$ cat config.mk
export PLATFORM = sky130hd
export DESIGN_NAME = booth_mult_seq
export DESIGN_NICKNAME = d
export VERILOG_FILES = /design/src/rtl/mult_pkg.sv /design/src/rtl/booth_step.sv /design/src/rtl/booth_mult_seq.sv
export SDC_FILE = /design/constraint.sdc
export NUM_CORES = 1
export LEC_CHECK = 0
export ABC_CLOCK_PERIOD_IN_PS = 9300
export CAP_MARGIN = 20
export CORE_UTILIZATION = 40
export DETAILED_ROUTE_END_ITERATION = 10
export GPL_ROUTABILITY_DRIVEN = 0
export SLEW_MARGIN = 20
export SYNTH_ARGS = -nofsm -noshare
export SYNTH_HDL_FRONTEND = slang
export SYNTH_SLANG_ARGS = --single-unit
$ cat constraint.sdc
create_clock -name i_clk -period 9.3 [get_ports i_clk]
set_input_delay 1.86 -clock i_clk [delete_from_list [all_inputs] [get_ports i_clk]]
set_output_delay 1.86 -clock i_clk [all_outputs]
set_load 0.05 [all_outputs]
$ cat src/rtl/mult_pkg.sv
// Shared constants for the sequential Booth multiplier: FSM state codes and
// the {Q[0], Q-1} pair encodings that select add/subtract.
package mult_pkg;

  localparam logic [1:0] ST_IDLE = 2'd0;
  localparam logic [1:0] ST_RUN  = 2'd1;
  localparam logic [1:0] ST_DONE = 2'd2;

  localparam logic [1:0] BP_ADD  = 2'b01;
  localparam logic [1:0] BP_SUB  = 2'b10;

endpackage

$ cat src/rtl/booth_step.sv
// One radix-2 Booth iteration: conditional add/subtract of M into A, then an
// arithmetic right shift of {A, Q, Q-1}. Purely combinational.
module booth_step #(
  parameter int IW = 33
) (
  input  logic [IW-1:0] i_a,
  input  logic [IW-1:0] i_q,
  input  logic          i_q_m1,
  input  logic [IW-1:0] i_m,
  output logic [IW-1:0] o_a,
  output logic [IW-1:0] o_q,
  output logic          o_q_m1
);
  import mult_pkg::*;

  logic [IW-1:0] w_sum;

  always_comb begin
    w_sum = i_a;
    case ({i_q[0], i_q_m1})
      BP_ADD:  w_sum = i_a + i_m;
      BP_SUB:  w_sum = i_a + ~i_m + IW'(1);
      default: w_sum = i_a;
    endcase
  end

  assign o_a    = {w_sum[IW-1], w_sum[IW-1:1]};
  assign o_q    = {w_sum[0], i_q[IW-1:1]};
  assign o_q_m1 = i_q[0];

endmodule

$ cat src/rtl/booth_mult_seq.sv
// Sequential radix-2 Booth multiplier with start/busy/done handshake.
// Define BOOTH_UNSIGNED_EN to honour i_op_signed (unsigned mode, WIDTH+1 iterations).
//
//   state   | meaning
//   IDLE    | waiting for start
//   RUN     | one Booth iteration per cycle until the counter expires
//   DONE    | result valid, done pulse; start here is accepted back-to-back
module booth_mult_seq #(
  parameter int WIDTH = 32
) (
  input  logic             i_clk,
  input  logic             i_reset,
  input  logic             i_start,
  input  logic             i_op_signed,
  input  logic [WIDTH-1:0] i_a,
  input  logic [WIDTH-1:0] i_b,
  output logic             o_busy,
  output logic             o_done,
  output logic [WIDTH-1:0] o_hi,
  output logic [WIDTH-1:0] o_lo
);
  import mult_pkg::*;

  localparam int IW = WIDTH + 1;
  localparam int CW = $clog2(WIDTH + 2);
`ifdef BOOTH_UNSIGNED_EN
  localparam int NITER = WIDTH + 1;
`else
  localparam int NITER = WIDTH;
`endif

  logic [1:0]         r_state;
  logic [IW-1:0]      r_m;
  logic [IW-1:0]      r_acc;
  logic [IW-1:0]      r_q;
  logic               r_q_m1;
  logic [CW-1:0]      r_cnt;
  logic [WIDTH-1:0]   r_hi;
  logic [WIDTH-1:0]   r_lo;

  logic               w_ext;
  logic [IW-1:0]      w_acc_nxt;
  logic [IW-1:0]      w_q_nxt;
  logic               w_q_m1_nxt;
  logic [2*WIDTH-1:0] w_prod;

`ifdef BOOTH_UNSIGNED_EN
  assign w_ext = i_op_signed;
`else
  logic w_unused_op_signed;
  assign w_unused_op_signed = i_op_signed;
  assign w_ext = 1'b1;
`endif

  booth_step #(.IW(IW)) u_step (
    .i_a    (r_acc),
    .i_q    (r_q),
    .i_q_m1 (r_q_m1),
    .i_m    (r_m),
    .o_a    (w_acc_nxt),
    .o_q    (w_q_nxt),
    .o_q_m1 (w_q_m1_nxt)
  );

  // With WIDTH iterations the skipped last step would be a pure shift (its
  // Booth pair is two copies of the sign bit), so take the product one bit up.
`ifdef BOOTH_UNSIGNED_EN
  assign w_prod = {w_acc_nxt[WIDTH-2:0], w_q_nxt};
`else
  assign w_prod = {w_acc_nxt[WIDTH-1:0], w_q_nxt[WIDTH:1]};
`endif

  always_ff @(posedge i_clk) begin
    if (i_reset) begin
      r_state <= ST_IDLE;
      r_m     <= '0;
      r_acc   <= '0;
      r_q     <= '0;
      r_q_m1  <= 1'b0;
      r_cnt   <= '0;
      r_hi    <= '0;
      r_lo    <= '0;
    end else begin
      case (r_state)
        ST_RUN: begin
          r_acc  <= w_acc_nxt;
          r_q    <= w_q_nxt;
          r_q_m1 <= w_q_m1_nxt;
          r_cnt  <= r_cnt - 1'b1;
          if (r_cnt == CW'(1)) begin
            r_state <= ST_DONE;
            r_hi    <= w_prod[2*WIDTH-1:WIDTH];
            r_lo    <= w_prod[WIDTH-1:0];
          end
        end
        default: begin
          if (i_start) begin
            r_state <= ST_RUN;
            r_m     <= {w_ext & i_a[WIDTH-1], i_a};
            r_q     <= {w_ext & i_b[WIDTH-1], i_b};
            r_acc   <= '0;
            r_q_m1  <= 1'b0;
            r_cnt   <= CW'(NITER);
            r_hi    <= '0;
            r_lo    <= '0;
          end else begin
            r_state <= ST_IDLE;
          end
        end
      endcase
    end
  end

  assign o_busy = (r_state == ST_RUN);
  assign o_done = (r_state == ST_DONE);
  assign o_hi   = r_hi;
  assign o_lo   = r_lo;

endmodule
# ---- After elaboration in Yosys (flattened, before gate mapping)
# Cells that the tools add are included.
dict set report word_totals {
  register_bits 171
  inputBits 68
  elab_cells 40
}
dict set report classes {
  addsub 4
  eq_ne 6
  mux 17
  bitwise_logic 2
  n_reduce_logical 3
}
# cell count
set ops {}
lappend ops {{two-way mux 32 bit} 5}
lappend ops {{two-way mux 33 bit} 4}
lappend ops {{adder 33 bit} 2}
lappend ops {{case mux 33 bit (2 select lines)} 1}
lappend ops {{adder 33 x 1 -> 33 bit, second input constant} 1}
lappend ops {{NOT 33 bit} 1}
lappend ops {{two-way mux 6 bit} 2}
lappend ops {{equality test 6 x 1 -> 1 bit, second input constant} 1}
lappend ops {{subtractor 6 x 1 -> 6 bit, second input constant} 1}
lappend ops {{equality test 2 x 1 -> 1 bit, second input constant} 2}
lappend ops {{equality test 2 bit, second input constant} 2}
lappend ops {{two-way mux 2 bit} 2}
lappend ops {{AND reduction 2 bit} 2}
lappend ops {{two-way mux 1 bit} 3}
lappend ops {{!= test 2 x 1 -> 1 bit, second input constant} 1}
lappend ops {{nonzero test 2 bit} 1}
lappend ops {{NOT 1 bit} 1}

# ---- Depth between registers and ports, before layout
dict set report depth {
  depth_word 6
  depth_mapped 12
}

# ---- Cells and area by module
# From an unflattened synthesis, not the netlist that was laid out.
dict set report hier_totals {
  hier_cells 1564
  hier_area_um2 12169.2
}
# mod n_inst cells_each area_per_inst_um2
set modules_own_cells {}
lappend modules_own_cells {booth_mult_seq 1 846 7507.2}
lappend modules_own_cells {booth_step 1 718 4662.0}

# ---- Worst setup path after synthesis
# Ideal clock, no wire load.
dict set report synth_timing {
  kind {input-to-reg}
  startpoint {input i_start}
  endpoint {register r_hi[19] (netlist: o_hi[19])}
  setup_ps 130
  arrival_ps 3326
  t_required_ps 9170
  path_slack_ps 5844
  path_stages 8
  path_buffers 3
  path_cell_list {clkbuf_1 inv_1 nor2_1 nor2_1 clkbuf_1 clkbuf_1 nand3_1 o41ai_2}
}
dict set report synth_via {
  elab_chain_cells 2
}
# item line_no
set synth_lines {}
lappend synth_lines {{start: declaration} booth_mult_seq.sv:13} ;# input logic i_start,
lappend synth_lines {{nonzero test 2 bit (no source line)} --}
lappend synth_lines {{AND reduction 2 bit (no source line)} --}
lappend synth_lines {{end signal: assignment} booth_mult_seq.sv:92} ;# r_hi <= w_prod[2*WIDTH-1:WIDTH];
lappend synth_lines {{end: declaration} booth_mult_seq.sv:38} ;# logic [WIDTH-1:0] r_hi;
# Every way passes these cells.
# A chain may end at the register's enable or synchronous reset.

# ---- Worst setup path in the final report
dict set report layout_timing {
  startpoint {input i_start}
  endpoint {register r_hi[17] (netlist: o_hi[17])}
}
# The elaborated chain is that of the path after synthesis.

==> results.py <==
metrics = {
    "worst_setup_path": {
        "critical_path_buf_inv_count": 4,
        "cp-start-kind": "input port",
        "crit_path_top_delay_cell": "nor2_4",
        "ff2ff_path_depth": 11,
        "critPathCaptureType": "flip-flop",
        "critPathTopFamily": "simple AND/OR/NAND/NOR gates",
        "path_depth": 8,
        "cp_cell_sequence": "buf_2, buf_4, inv_1, nor2_4, nor2_4, buf_4, and3_1, a21o_1",
        "slowest_delay_ns": 0.86,
        "critPathRequiredTime_ns": 9.64,
        "critPathArrivalTime_ns": 4.61,
        "path_max_fanout": 37,
        "critPathKind": "in -> reg",
    },
    "timing": {
        "setup_slack_ns": 5.033,
        "slew_headroom_pct": 25.89,
        "fmax_mhz": 234.4,
        "worst_slew_pin_slew_ns": 1.112,
        "fin_crit_sh_pct": 45.88,
        "slew_viol_final": 0,
        "hold_viol": 0,
        "final-setup-viol-count": 0,
        "post-route-min-period_ns": 4.267,
        "fin_skew_ns": 0.01349,
        "rsz0062_at_grt": "no",
        "setup_tns_ns": 0,
    },
    "detailed_routing": {
        "routed_wl_um": 33300,
        "drc": 6,
        "vias": 10440,
        "via_per_inst": 5.809,
        "wl_per_cell_um": 18.53,
        "ant_nets": 0,
        "firstDrtPassIters": 9,
        "drtIter0Drc": 838,
    },
    "power": {
        "power.share.clock_pct": 37.1,
        "p_seq_share_pct": 38.5,
        "p_leak_nw": 5.051,
        "p_int_mw": 1.322,
        "comb_power_share_pct": 24.4,
        "peakVddDrop_mv": 0.1020,
        "p_sw_uw": 738.8,
        "switching_share_pct": 35.84,
        "p_per_area_nw_per_um2": 161.6,
    },
    "floorplanning": {
        "initial_core_util_pct": 40.86,
        "ios": 134,
        "die_x_um": 165.4,
        "rows": 59,
        "coreArea_um2": 26130,
        "die_height_um": 165.4,
        "die_area_um2": 27360,
    },
    "synthesis": {
        "synthArstFlopShare_pct": 0,
        "yosys_warnings": 0,
        "synth_cells": 1384,
        "yosys.cell_types.count": 83,
        "synth_flop_cell": "dfxtp_1",
        "synth_seq_cells": 170,
        "syn_area_um2": 10680,
        "synth_nets": 1522,
        "synth_area_per_cell_um2": 7.716,
        "seq_area_frac_synth_pct": 31.87,
        "synth-edff-count": 0,
    },
    "placed_design": {
        "place_area_um2": 12130,
        "portBuffers": 132,
        "dp_cells": 1765,
        "dp_hpwl_um": 22480,
        "post-place-ws_ns": 4.539,
    },
    "cts": {
        "clk_latency_ns": 0.45,
        "cts_tree": "done",
        "cts_root_buf": "clkbuf_16",
        "cts.path.max_buffers": 2,
        "cts_hold_buf": 0,
        "cts_max_level": 4,
        "cts_resized": 0,
        "clk_pin_slew_ns": 0.08,
        "cts_setup_buffers": 0,
        "clock_sinks": 170,
        "cts-buffers-inserted": 17,
    },
    "global_routing": {
        "grt_usage_pct": 24.72,
        "grt_pass1_vias": 10030,
        "grt_max_degree": 77,
        "grtUsageMet1_pct": 32.10,
        "grt_use_met2_pct": 40.70,
        "grt_pass1_wl_um": 52950,
        "busiest_layer": "met2",
        "met3_usage_pct": 5.445,
        "grt.overflow.total": 0,
        "antenna_found_initial": 1,
    },
    "hold_path": {
        "hold_depth": 2,
        "hold_class": "reg -> reg",
    },
    "finish": {
        "drive_above_1_share_pct": 5.198,
        "instances_no_fill": 1797,
        "final_nets": 1587,
        "multiInputGateArea_um2": 6625,
        "seq_area_um2": 3403,
        "final_cell_area_um2": 12760,
        "antenna_cells": 0,
        "mostFrequentLayoutCell": "nand2_1",
        "final_cell_mix": "nand2_1 (180), dfxtp_1 (170), a21oi_1 (153)",
        "n_fill_cell": 2588,
        "areaGrowthSynthToFinish_pct": 19.48,
        "final_util_pct": 48.83,
    },
    "flow_run": {
        "maxCapViolCount": 0,
    },
    "status": {
        "violations": "design-rule violations",
        "outcome": "finished, violations left",
    },
}
==> Yosys cell counts, drive strengths merged (6+ instances only) <==
| master | n | area share (%) |
|---|---|---|
| nand2 | 181 | 6.4 |
| dfxtp | 170 | 32 |
| a21oi | 155 | 7.3 |
| nor2 | 115 | 4.1 |
| clkbuf | 70 | 2.5 |
| inv | 69 | 2.4 |
| ha | 68 | 8.0 |
| nand3 | 65 | 3.0 |
| o21ai | 64 | 3.0 |
| a211oi | 39 | 2.8 |
| xnor2 | 34 | 2.8 |
| mux2i | 31 | 2.9 |
| buf | 30 | 1.4 |
| nor3 | 23 | 1.1 |
| a21o | 22 | 1.5 |
| xor2 | 20 | 1.6 |
| nor2b | 17 | 1.0 |
| a221oi | 15 | 1.2 |
| nand2b | 14 | 0.82 |
| o31ai | 14 | 0.98 |
| nand4 | 13 | 0.76 |
| o211ai | 13 | 0.91 |
| o21bai | 13 | 0.98 |
| o21a | 12 | 0.84 |
| o221ai | 11 | 0.90 |
| and3 | 9 | 0.53 |
| nor4 | 9 | 0.64 |
| a31oi | 8 | 0.47 |
| a2111oi | 7 | 0.98 |
| a22oi | 6 | 0.42 |
==> area by class of cell <==
class                   instances  share of cell area (%)
multi-input cells            1045                   51.92
inverters                      69                   2.030
well taps                     335                   3.285
repair buffers                146                   11.12
flip-flops and latches        170                   26.67
clock inverters                15                   1.638
clock buffers                  17                   3.334
==> metrics by stage <==
stage                     power [mW]  hold slack (ns)
after floorplan                1.160           0.4420
after global placement         1.301           0.4397
after detailed placement       1.304           0.4496
after CTS                      2.070           0.4628
after global routing           2.161           0.4872
final                          2.061           0.4620
==> state kept, by name, indices dropped and copies added, names as in the netlist <==
name / flops
r_m: 32
o_hi: 32
r_q_m1: 1
o_lo: 32
r_state: 2
r_cnt: 6
r_q: 33
r_acc: 32
==> worst register-to-register path, delay by kind of cell (launching register included) <==
kind	cells	cell delay, ns
AOI/OAI and AO/OA	7	2.08
DFF	1	0.38
adders and majority gates	1	0.60
buffers and inverters	2	0.15
xor gates and xnor gates	1	0.12
==> kinds of logic after synthesis <==
kind of cell | Yosys count | synth area share [%]
AO/OA/AOI/OAI | 426 | 26.48
multiplexers | 31 | 2.906
adder cells (fa/ha/maj) | 70 | 8.342
XOR/XNOR | 54 | 4.429
flip-flops | 170 | 31.87
AND/OR/NAND/NOR | 464 | 19.65
buffers and inverters | 169 | 6.327
==> layer usage <==
layer  part of all wire (%)  vias up
li1                       -     5047
met1                     45     4945
met2                     46      370
met3                    7.1       74
met4                    2.3        2
met5                  0.039        -
==> power by group through the flow <==
| stage | combinational (mW) | sequential, mW | clock (mW) |
|---|---|---|---|
| floorplan | 0.341 | 0.819 | 0 |
| global placement | 0.490 | 0.810 | 0 |
| detailed placement | 0.493 | 0.811 | 0 |
| CTS | 0.498 | 0.794 | 0.778 |
| global route | 0.550 | 0.800 | 0.811 |
| finish | 0.503 | 0.794 | 0.764 |
==> path summary, 6_finish.rpt <==
| check | startpoint | to | slack (ns) |
|---|---|---|---|
| setup / recovery | i_start | o_hi[17] | 5.03 |
| hold / removal | o_hi[1] | o_hi[1] | 0.46 |
| setup reg to reg | r_m[15] | o_hi[29] | 5.87 |
| hold reg to reg | o_hi[1] | o_hi[1] | 0.46 |
Power figures use the tool's default switching activity.
